--- src/rtl/vxe_cu_cmd_issue_pkg.sv ---
// Package: vxe_cu_cmd_issue_pkg
// Purpose: shared opcode encodings, SYNC flag positions, FSM state type and
//          the opcode classifier used by the CU command-issue block.
// Contents:
//   OPC_*           opcode values (5-bit field at the top of the command word)
//   SYNC_*_OFS      SYNC flag positions, counted down from the word MSB
//   cu_state_e      command-issue FSM states
//   cmd_kind_e      decoded command class
//   decode_opc()    opcode -> command class
package vxe_cu_cmd_issue_pkg;

  localparam int OPC_W = 5;

  localparam logic [OPC_W-1:0] OPC_NOP    = 5'h00;
  localparam logic [OPC_W-1:0] OPC_SYNC   = 5'h01;
  localparam logic [OPC_W-1:0] OPC_FWD_LO = 5'h08;
  localparam logic [OPC_W-1:0] OPC_FWD_HI = 5'h17;

  // Flag bit = CMD_WIDTH - offset (bits 58 and 57 of a 64-bit word).
  localparam int SYNC_STOP_OFS = 6;
  localparam int SYNC_INTR_OFS = 7;

  typedef enum logic [2:0] {
    ST_IDLE  = 3'd0,
    ST_RUN   = 3'd1,
    ST_SYNC  = 3'd2,
    ST_HALT  = 3'd3,
    ST_DRAIN = 3'd4
  } cu_state_e;

  typedef enum logic [1:0] {
    CMD_NOP  = 2'd0,
    CMD_SYNC = 2'd1,
    CMD_FWD  = 2'd2,
    CMD_ILL  = 2'd3
  } cmd_kind_e;

  function automatic cmd_kind_e decode_opc(input logic [OPC_W-1:0] opc);
    cmd_kind_e kind;
    if (opc == OPC_NOP) begin
      kind = CMD_NOP;
    end else if (opc == OPC_SYNC) begin
      kind = CMD_SYNC;
    end else if ((opc >= OPC_FWD_LO) && (opc <= OPC_FWD_HI)) begin
      kind = CMD_FWD;
    end else begin
      kind = CMD_ILL;
    end
    return kind;
  endfunction

endpackage

--- src/rtl/vxe_cu_cmd_fifo.sv ---
// Module: vxe_cu_cmd_fifo
// Purpose: small synchronous FIFO with occupancy count. Flush has priority over
//          push/pop. Head data reads as zero while empty.
// Ports:
//   clk, rst        clock, synchronous active-high reset
//   i_flush         drop all entries
//   i_push, i_data  write one entry (ignored when full)
//   i_pop           drop head entry (ignored when empty)
//   o_head          head entry
//   o_count         number of stored entries (0..DEPTH)
module vxe_cu_cmd_fifo #(
  parameter int WIDTH = 64,
  parameter int DEPTH = 4
) (
  input  logic                     clk,
  input  logic                     rst,
  input  logic                     i_flush,
  input  logic                     i_push,
  input  logic [WIDTH-1:0]         i_data,
  input  logic                     i_pop,
  output logic [WIDTH-1:0]         o_head,
  output logic [$clog2(DEPTH):0]   o_count
);

  localparam int AW = $clog2(DEPTH);

  logic [WIDTH-1:0] r_mem [DEPTH];
  logic [AW-1:0]    r_wr_ptr;
  logic [AW-1:0]    r_rd_ptr;
  logic [AW:0]      r_count;
  logic             w_do_push;
  logic             w_do_pop;

  assign w_do_push = i_push && (r_count != (AW+1)'(DEPTH));
  assign w_do_pop  = i_pop && (r_count != '0);

  // Pointer and occupancy tracking; pointers wrap naturally (DEPTH is 2^n).
  always_ff @(posedge clk) begin
    if (rst || i_flush) begin
      r_wr_ptr <= '0;
      r_rd_ptr <= '0;
      r_count  <= '0;
    end else begin
      if (w_do_push) r_wr_ptr <= r_wr_ptr + 1'b1;
      if (w_do_pop)  r_rd_ptr <= r_rd_ptr + 1'b1;
      case ({w_do_push, w_do_pop})
        2'b10:   r_count <= r_count + 1'b1;
        2'b01:   r_count <= r_count - 1'b1;
        default: r_count <= r_count;
      endcase
    end
  end

  // Storage array; contents are don't-care until written, so no reset.
  always_ff @(posedge clk) begin
    if (w_do_push) r_mem[r_wr_ptr] <= i_data;
  end

  assign o_head  = (r_count != '0) ? r_mem[r_rd_ptr] : '0;
  assign o_count = r_count;

endmodule

--- src/rtl/vxe_cu_cmd_issue.sv ---
// Module: vxe_cu_cmd_issue
// Purpose: command-stream side of the CU execute-unit control interface.
//          Decodes NOP/SYNC locally into one-cycle pulses, forwards other legal
//          commands to dispatch through a FIFO, follows halt/unhalt/stop_drain
//          from the exec unit and flags illegal opcodes.
// Ports:
//   clk, rst                 clock, synchronous active-high reset
//   i_cmd_data/i_cmd_vld     command word from fetch; o_cmd_rd consumes it (comb.)
//   o_cmd_nop                pulse: NOP consumed
//   o_cmd_sync(_stop/_intr)  pulse: SYNC issued, with its flags
//   i_halt/i_unhalt          exec-unit pulses; i_stop_drain is a level
//   o_dis_data/o_dis_vld     FIFO head to dispatch; i_dis_rdy pops it
//   o_active                 FIFO non-empty
//   o_flt_decode             pulse: illegal opcode consumed
module vxe_cu_cmd_issue
  import vxe_cu_cmd_issue_pkg::*;
#(
  parameter int CMD_WIDTH  = 64,
  parameter int FIFO_DEPTH = 4
) (
  input  logic                 clk,
  input  logic                 rst,
  input  logic [CMD_WIDTH-1:0] i_cmd_data,
  input  logic                 i_cmd_vld,
  output logic                 o_cmd_rd,
  output logic                 o_cmd_nop,
  output logic                 o_cmd_sync,
  output logic                 o_cmd_sync_stop,
  output logic                 o_cmd_sync_intr,
  input  logic                 i_halt,
  input  logic                 i_unhalt,
  input  logic                 i_stop_drain,
  output logic [CMD_WIDTH-1:0] o_dis_data,
  output logic                 o_dis_vld,
  input  logic                 i_dis_rdy,
  output logic                 o_active,
  output logic                 o_flt_decode
);

  localparam int CW = $clog2(FIFO_DEPTH) + 1;

  cu_state_e        r_state;
  logic             r_cmd_nop;
  logic             r_cmd_sync;
  logic             r_cmd_sync_stop;
  logic             r_cmd_sync_intr;
  logic             r_flt_decode;

  cmd_kind_e        w_kind;
  logic [CW-1:0]    w_count;
  logic             w_full;
  logic             w_empty;
  logic             w_go;
  logic             w_rd;
  logic             w_push;
  logic             w_pop;
  logic             w_take_nop;
  logic             w_take_ill;
  logic             w_take_sync;

  assign w_kind  = decode_opc(i_cmd_data[CMD_WIDTH-1 -: OPC_W]);
  assign w_full  = (w_count == CW'(FIFO_DEPTH));
  assign w_empty = (w_count == '0);
  // halt/stop_drain in the same cycle block consumption outright.
  assign w_go    = i_cmd_vld && !i_halt && !i_stop_drain;

  // Consumption decode: which word class is taken this cycle.
  always_comb begin
    w_rd        = 1'b0;
    w_push      = 1'b0;
    w_take_nop  = 1'b0;
    w_take_ill  = 1'b0;
    w_take_sync = 1'b0;
    case (r_state)
      ST_RUN: begin
        if (w_go) begin
          case (w_kind)
            CMD_NOP: begin
              w_rd       = 1'b1;
              w_take_nop = 1'b1;
            end
            CMD_FWD: begin
              // No pass-through when full: a pop this cycle does not make room.
              w_rd   = !w_full;
              w_push = !w_full;
            end
            CMD_ILL: begin
              w_rd       = 1'b1;
              w_take_ill = 1'b1;
            end
            default: begin
              w_rd = 1'b0;
            end
          endcase
        end else begin
          w_rd = 1'b0;
        end
      end
      ST_SYNC: begin
        // SYNC word has been parked at the input; issue once dispatch is idle.
        w_take_sync = w_go && w_empty;
        w_rd        = w_go && w_empty;
      end
      ST_DRAIN: begin
        w_rd = i_cmd_vld;
      end
      default: begin
        w_rd = 1'b0;
      end
    endcase
  end

  assign w_pop = o_dis_vld && i_dis_rdy && (r_state != ST_DRAIN);

  // Control FSM plus registered event pulses.
  always_ff @(posedge clk) begin
    if (rst) begin
      r_state         <= ST_IDLE;
      r_cmd_nop       <= 1'b0;
      r_cmd_sync      <= 1'b0;
      r_cmd_sync_stop <= 1'b0;
      r_cmd_sync_intr <= 1'b0;
      r_flt_decode    <= 1'b0;
    end else begin
      r_cmd_nop       <= w_take_nop;
      r_flt_decode    <= w_take_ill;
      r_cmd_sync      <= w_take_sync;
      r_cmd_sync_stop <= w_take_sync && i_cmd_data[CMD_WIDTH-SYNC_STOP_OFS];
      r_cmd_sync_intr <= w_take_sync && i_cmd_data[CMD_WIDTH-SYNC_INTR_OFS];
      if (i_stop_drain) begin
        r_state <= ST_DRAIN;
      end else if (r_state == ST_DRAIN) begin
        r_state <= ST_IDLE;
      end else if (i_halt) begin
        r_state <= ST_HALT;
      end else begin
        case (r_state)
          ST_IDLE: if (i_unhalt) r_state <= ST_RUN;
          ST_RUN: begin
            if (i_cmd_vld && (w_kind == CMD_SYNC)) r_state <= ST_SYNC;
            else if (w_take_ill)                   r_state <= ST_HALT;
            else                                   r_state <= ST_RUN;
          end
          ST_SYNC: if (w_take_sync) r_state <= ST_HALT;
          ST_HALT: if (i_unhalt)    r_state <= ST_RUN;
          default: r_state <= ST_IDLE;
        endcase
      end
    end
  end

  vxe_cu_cmd_fifo #(
    .WIDTH (CMD_WIDTH),
    .DEPTH (FIFO_DEPTH)
  ) u_fifo (
    .clk     (clk),
    .rst     (rst),
    .i_flush (r_state == ST_DRAIN),
    .i_push  (w_push),
    .i_data  (i_cmd_data),
    .i_pop   (w_pop),
    .o_head  (o_dis_data),
    .o_count (w_count)
  );

  assign o_cmd_rd        = w_rd;
  assign o_cmd_nop       = r_cmd_nop;
  assign o_cmd_sync      = r_cmd_sync;
  assign o_cmd_sync_stop = r_cmd_sync_stop;
  assign o_cmd_sync_intr = r_cmd_sync_intr;
  assign o_flt_decode    = r_flt_decode;
  assign o_dis_vld       = !w_empty;
  assign o_active        = !w_empty;

endmodule
--- config.mk ---
export PLATFORM = sky130hd
export DESIGN_NAME = vxe_cu_cmd_issue
export DESIGN_NICKNAME = d
export VERILOG_FILES = /design/src/rtl/vxe_cu_cmd_issue_pkg.sv /design/src/rtl/vxe_cu_cmd_fifo.sv /design/src/rtl/vxe_cu_cmd_issue.sv
export SDC_FILE = /design/constraint.sdc
export NUM_CORES = 1
export LEC_CHECK = 0
export ABC_CLOCK_PERIOD_IN_PS = 4450
export CORE_ASPECT_RATIO = 1.4
export CORE_MARGIN = 2
export CORE_UTILIZATION = 33
export DETAILED_ROUTE_END_ITERATION = 8
export SETUP_SLACK_MARGIN = 0.5
export SYNTH_ARGS = -nofsm -noshare
export SYNTH_HDL_FRONTEND = slang
export SYNTH_SLANG_ARGS = --single-unit
--- constraint.sdc ---
create_clock -name clk -period 4.45 [get_ports clk]
set_clock_uncertainty 0.05 [all_clocks]
set_input_delay 1.1125 -clock clk [delete_from_list [all_inputs] [get_ports clk]]
set_output_delay 1.1125 -clock clk [all_outputs]
set_load 0.1 [all_outputs]
## Word level (Yosys, flattened, before mapping)

Memory sizes are Yosys's and may differ from the RTL's. A register that Yosys moved wholly into a read port is not among the register bits.
Cells that the tools add are included.

- Register bits after elaboration: 15
- RAM bits: 256
- Input port bits: 71
- Word-level logic and storage cells: 92
- Memories kept: 1

Memories:

| memory | depth | bits a word | rd ports | clocked after Yosys merged registers in | write ports | RTL line | RTL |
|---|---|---|---|---|---|---|---|
| u_fifo.r_mem | 4 | 64 | 1 | 1 | 1 | vxe_cu_cmd_fifo.sv:27 | `logic [WIDTH-1:0] r_mem [DEPTH];` |

- Add/subtract/negate cells: 4
- $lt $le $gt $ge: 2
- Equality and inequality tests: 17
- Mux-type cells: 28
- Bitwise gates (word level): 2
- Reduce and logical (&&, ||, !) cells: 28

Operator list:

| cell | count |
|---|---|
| $mux W64 | 1 |
| $mux W3 | 5 |
| $mux W1 | 12 |
| $mux W2 | 6 |
| $logic_and A1 B1 Y1 | 11 |
| $ne A3 B3 Y1 const B | 3 |
| $pmux W3 S3 | 1 |
| $eq A2 B2 Y1 const B | 3 |
| $eq A3 B2 Y1 const B | 2 |
| $eq A3 B3 Y1 const B | 2 |
| $logic_not A3 Y1 | 2 |
| $pmux W3 S2 | 1 |
| $reduce_or A3 Y1 | 2 |
| $eq A5 B1 Y1 const B | 1 |
| $ge A5 B4 Y1 const B | 1 |
| $le A5 B5 Y1 const B | 1 |
| $logic_not A5 Y1 | 1 |
| $ne A5 B1 Y1 const B | 1 |
| $ne A5 B4 Y1 const B | 1 |
| $add A2 B1 Y2 const B | 2 |
| $eq A2 B1 Y1 const B | 2 |
| $logic_not A1 Y1 | 4 |
| $reduce_and A2 Y1 | 2 |
| $reduce_or A2 Y1 | 2 |
| 11 further kinds | 12 |

## Logic depth before layout (Yosys ltp)

- Depth after elaboration: 15
- Gate-level depth with buffers: 13

## Modules after synthesis

A second synthesis with hierarchy kept.

- Cell total of the unflattened synthesis: 522
- Area total of the unflattened synthesis: 10,701.5 um^2

Modules (own cells, without submodules):

| module | instances | cells each | area each (um^2) | sequential area each (um^2) |
|---|---|---|---|---|
| vxe_cu_cmd_fifo | 1 | 461 | 10,218.6 | 7,867.5 |
| vxe_cu_cmd_issue | 1 | 61 | 483.0 | 160.2 |

## Worst setup path before layout

OpenSTA, ideal clock, no wires.

- Path type: input -> output
- From: in i_cmd_data[60]
- To: out o_cmd_rd
- Arrival: 4.073 ns
- Required time: 3.288 ns
- Slack: -0.786 ns
- Stages on the path: 6
- Path buffers: 0
- Cell sequence: nor3_1 nor3_1 a21o_1 ha_1 a21oi_1 o31ai_1

- Word-level cells in the longest chain between the ends: 10
- Elaborated cells between the ends (all ways): 15
- Those cells by class: 2 x order compare; 3 x eq/ne; 6 x mux; 4 x reduce/logical

Ends and longest elaborated chain:

| item | RTL line | RTL |
|---|---|---|
| from (decl) | vxe_cu_cmd_issue.sv:23 | `input logic [CMD_WIDTH-1:0] i_cmd_data,` |
| $ge A5 B4 Y1 or $le A5 B5 Y1 (tied branches) | vxe_cu_cmd_issue_pkg.sv:44 | `end else if ((opc >= OPC_FWD_LO) && (opc <= OPC_FWD_HI)) begin` |
| $logic_and A1 B1 Y1 | vxe_cu_cmd_issue_pkg.sv:44 |  |
| $mux W1 | vxe_cu_cmd_issue_pkg.sv:44 |  |
| $mux W2 | vxe_cu_cmd_issue_pkg.sv:42 | `end else if (opc == OPC_SYNC) begin` |
| $mux W2 (*) | vxe_cu_cmd_issue_pkg.sv:40 | `if (opc == OPC_NOP) begin` |
| $eq A2 B2 Y1 or $logic_not A2 Y1 (tied branches) | vxe_cu_cmd_issue.sv:77 | `case (w_kind)` |
| $reduce_or A2 Y1 (no line) | -- |  |
| $pmux W1 S2 (*) | vxe_cu_cmd_issue.sv:77 |  |
| $mux W1 (*) | vxe_cu_cmd_issue.sv:76 | `if (w_go) begin` |
| $pmux W1 S3 (*) | vxe_cu_cmd_issue.sv:74 | `case (r_state)` |
| to (decl) | vxe_cu_cmd_issue.sv:25 | `output logic o_cmd_rd,` |

Every way passes the cells marked *; elsewhere a longest branch is shown, timed or not.

## Worst setup path in the final report

- From: in i_cmd_data[59]
- To: out o_cmd_rd

Same word-level chain as after synthesis.

==> results.toml <==
[critical_path]
slowest_stage = "dlygate4sd2_1"
path_max_fanout = 5
slowest_delay_ps = 300
critical_path_required_ps = 3290
worst-path-buf-inv = 2
cp_top_family = "buffers and inverters"
endpoint_kind = "output port"
worstSetupPathType = "in -> out"
cp_data_arrival_time_ps = 2640
path_cells = "dlygate4sd2_1 -> nor3_2 -> nor3_1 -> a21o_1 -> ha_1 -> a21oi_2 -> o31ai_4 -> buf_12"
critPathLaunchType = "input port"

[routing]
drc = 0
via_per_inst = 4.86
drt-pass1-iter-count = 6
wirelength_mm = 22.3
wl_per_cell_um = 20.4
ant_nets = 0
vias = 5299
drt-initial-drc-count = 276

[floorplan]
die_area_um2 = 33800
pin_count = 143
start_util_pct = 33.7
row_count = 77
die_y_um = 217
die_w_um = 156
coreArea_um2 = 31700

[sta]
grt_setup_unrepaired = "no"
period_needed_ps = 3800
tightest_slew_ps = 996
setup_viol = 0
max_freq_ghz = 0.263
final.period_utilization_pct = 85.4
hold_violations = 0
fin_setup_tns_ps = 0
worst_slack_ps = 650
slew_headroom_pct = 33.6
drv_slew = 0

[placed_design]
place_hpwl_mm = 14.0
dpl-instance-area_um2 = 12500
dpl_worst_slack_ps = 39.0
globalplace.congestion = 0.772
placement.io_buffers = 142

[pwr]
powerDensity_nw_per_um2 = 386
p_leak_nw = 4.38
power_mw = 5.15
ir_drop_v = 0.000245

[clock_tree]
clock-sinks = 273
tritoncts = "done"
cts_buffers = 27
htreeDepth = 1
post_cts_buffers = 0
cts_root_buf = "clkbuf_16"
worstSkewPairLatency_ps = 550
hold_buffers = 0
clockBufferDepth = 3
clkTransAtPathRegs_ps = 60

[grt]
grt_max_degree = 66
grt_pass1_wl_mm = 33.9
grt_pass1_vias = 5839
grt_overflow_total = 0
grt_antenna_before_repair = 4
track_usage_pct = 13.3

[synth]
synthCells = 514
syn_area_um2 = 10700
synth.net_count = 596
yosysUniqueCellTypes = 44
ys_seq_area_share_pct = 75.2
yosysWarnings = 0
ys_ff_latch = 273
syn_area_per_cell_um2 = 20.8

[final_layout]
finalCoreUtilization_pct = 42.1
final_cell_area_um2 = 13300
areaGrowthSynthToFinish_pct = 24.9
final_nets = 756
multi_input_area_um2 = 2480
fillCellCount = 2750
layout.area.seq_um2 = 8040
drive_gt1_share_pct = 27.5

[worst_hold_path]
min_path_type = "reg -> reg"

[outcome]
status = "finished clean"

[job]
drv_cap = 0
[Yosys cell counts (all sizes together)]
library cell | number | area [um2]
a221oi | 1 | 8.76
o2111a | 1 | 11.3
o311a | 1 | 10.0
o21ai | 4 | 20.0
nor3b | 2 | 15.0
nand2b | 1 | 6.26
or3 | 1 | 6.26
nor4bb | 1 | 10.0
or3b | 2 | 17.5
mux2i | 2 | 20.0
a21o | 1 | 7.51
nor3 | 4 | 20.0
nor2b | 2 | 12.5
nor4 | 1 | 6.26
nand3b | 1 | 7.51
inv | 12 | 45.0
nor2 | 10 | 37.5
a21oi | 5 | 25.0
and4 | 1 | 8.76
o21bai | 1 | 7.51
fa | 1 | 20.0
a41oi | 1 | 8.76
nand3 | 5 | 25.0
ha | 10 | 125
nor4b | 1 | 15.0
clkbuf | 8 | 31.3
a211o | 1 | 8.76
o31ai | 2 | 15.0
nand2 | 1 | 3.75
xor2 | 4 | 35.0
a31oi | 1 | 6.26
and2 | 70 | 438
edfxtp | 256 | 7690
dfxtp | 17 | 340
o311ai | 1 | 8.76
mux4 | 64 | 1460
buf | 16 | 141
and4b | 1 | 10.0
[power breakdown]
group / internal (mW) / switching (mW) / leakage [nW]
logic: 0.0770 / 0.0899 / 1.53
clock network: 1.24 / 0.930 / 0.412
registers: 2.81 / 0.00475 / 2.44
[registers in the layout, summed over array words and instances (netlist names), named ones only]
name,cells
u_fifo.o_count,3
o_cmd_sync_intr,1
o_cmd_sync_stop,1
u_fifo.r_wr_ptr,2
o_flt_decode,1
u_fifo.r_rd_ptr,2
o_cmd_nop,1
r_state,3
u_fifo.r_mem,256
o_cmd_sync,1
[cell families after synthesis]
kind of cell / synth area share [%]
adder cells (fa/ha/maj): 1.36
buffers and inverters: 2.04
flip-flops: 75.2
AO/OA/AOI/OAI: 1.29
XOR/XNOR: 0.328
multiplexers: 13.8
AND/OR/NAND/NOR: 5.99
[cell type report]
type	instances	area share (%)
tap	395	3.71
inverter	12	0.338
clock buffer	35	5.29
multi-input combinational	205	18.6
sequential	273	60.2
timing repair buffer	155	10.7
antenna	2	0.0375
clock inverter	14	1.06
[worst min-delay path: stages, from the launching register on]
cell and delay, ps:
dfxtp_1 340, nand3_1 70, mux2i_1 60
[metal layers]
layer,share of wire [%],vias up,track usage [%]
met1,38,2746,14.8
met2,54,124,24.9
met5,0.13,-,0
met4,2.4,4,4.77
met3,5.0,38,2.73
li1,-,2387,-
[stage by stage]
stage | hold WS [ps] | cells
floorplan | 429 | 514
global placement | 441 | 1040
detailed placement | 466 | 1040
CTS | 474 | 1089
global route | 501 | 1090
finish | 477 | 1091
[worst paths after layout]
kind	cells after the start	from	endpoint	slack (ps)
max	8	i_cmd_data[59]	o_cmd_rd	650
min	2	u_fifo.r_wr_ptr[1]$_SDFFE_PP0P_	u_fifo.r_wr_ptr[1]$_SDFFE_PP0P_	480
max reg2reg	9	u_fifo.o_count[2]$_SDFFE_PP0P_	u_fifo.o_count[2]$_SDFFE_PP0P_	1740
min reg2reg	2	u_fifo.r_wr_ptr[1]$_SDFFE_PP0P_	u_fifo.r_wr_ptr[1]$_SDFFE_PP0P_	480
[repair_timing]
action | CTS | global route
setup endpoints to repair | 1 | 5
pin swaps | 0 | 0
gates cloned | 0 | 0
resized for setup | 8 | 4
[cells in the final DEF (no fill, tap or decap), types with 3 or more instances in the layout]
| cell type | synthesis | layout |
|---|---|---|
| mux4_1 | 4 | 4 |
| buf_12 | 1 | 5 |
| ha_1 | 10 | 10 |
| nor3_1 | 4 | 3 |
| and2_1 | 70 | 66 |
| o21ai_0 | 4 | 4 |
| nand3_1 | 5 | 5 |
| xor2_1 | 4 | 4 |
| clkbuf_1 | 7 | 8 |
| nor2_1 | 10 | 10 |
| clkbuf_16 | 0 | 27 |
| a21oi_1 | 5 | 4 |
| inv_1 | 12 | 11 |
| and2_4 | 0 | 4 |
| dlygate4sd2_1 | 0 | 4 |
| buf_4 | 1 | 72 |
| clkinv_2 | 0 | 6 |
| clkdlybuf4s50_1 | 0 | 72 |
| mux4_2 | 60 | 60 |
| edfxtp_1 | 256 | 256 |
| dfxtp_1 | 17 | 15 |
No activity file was read; power rests on OpenSTA's default activity.
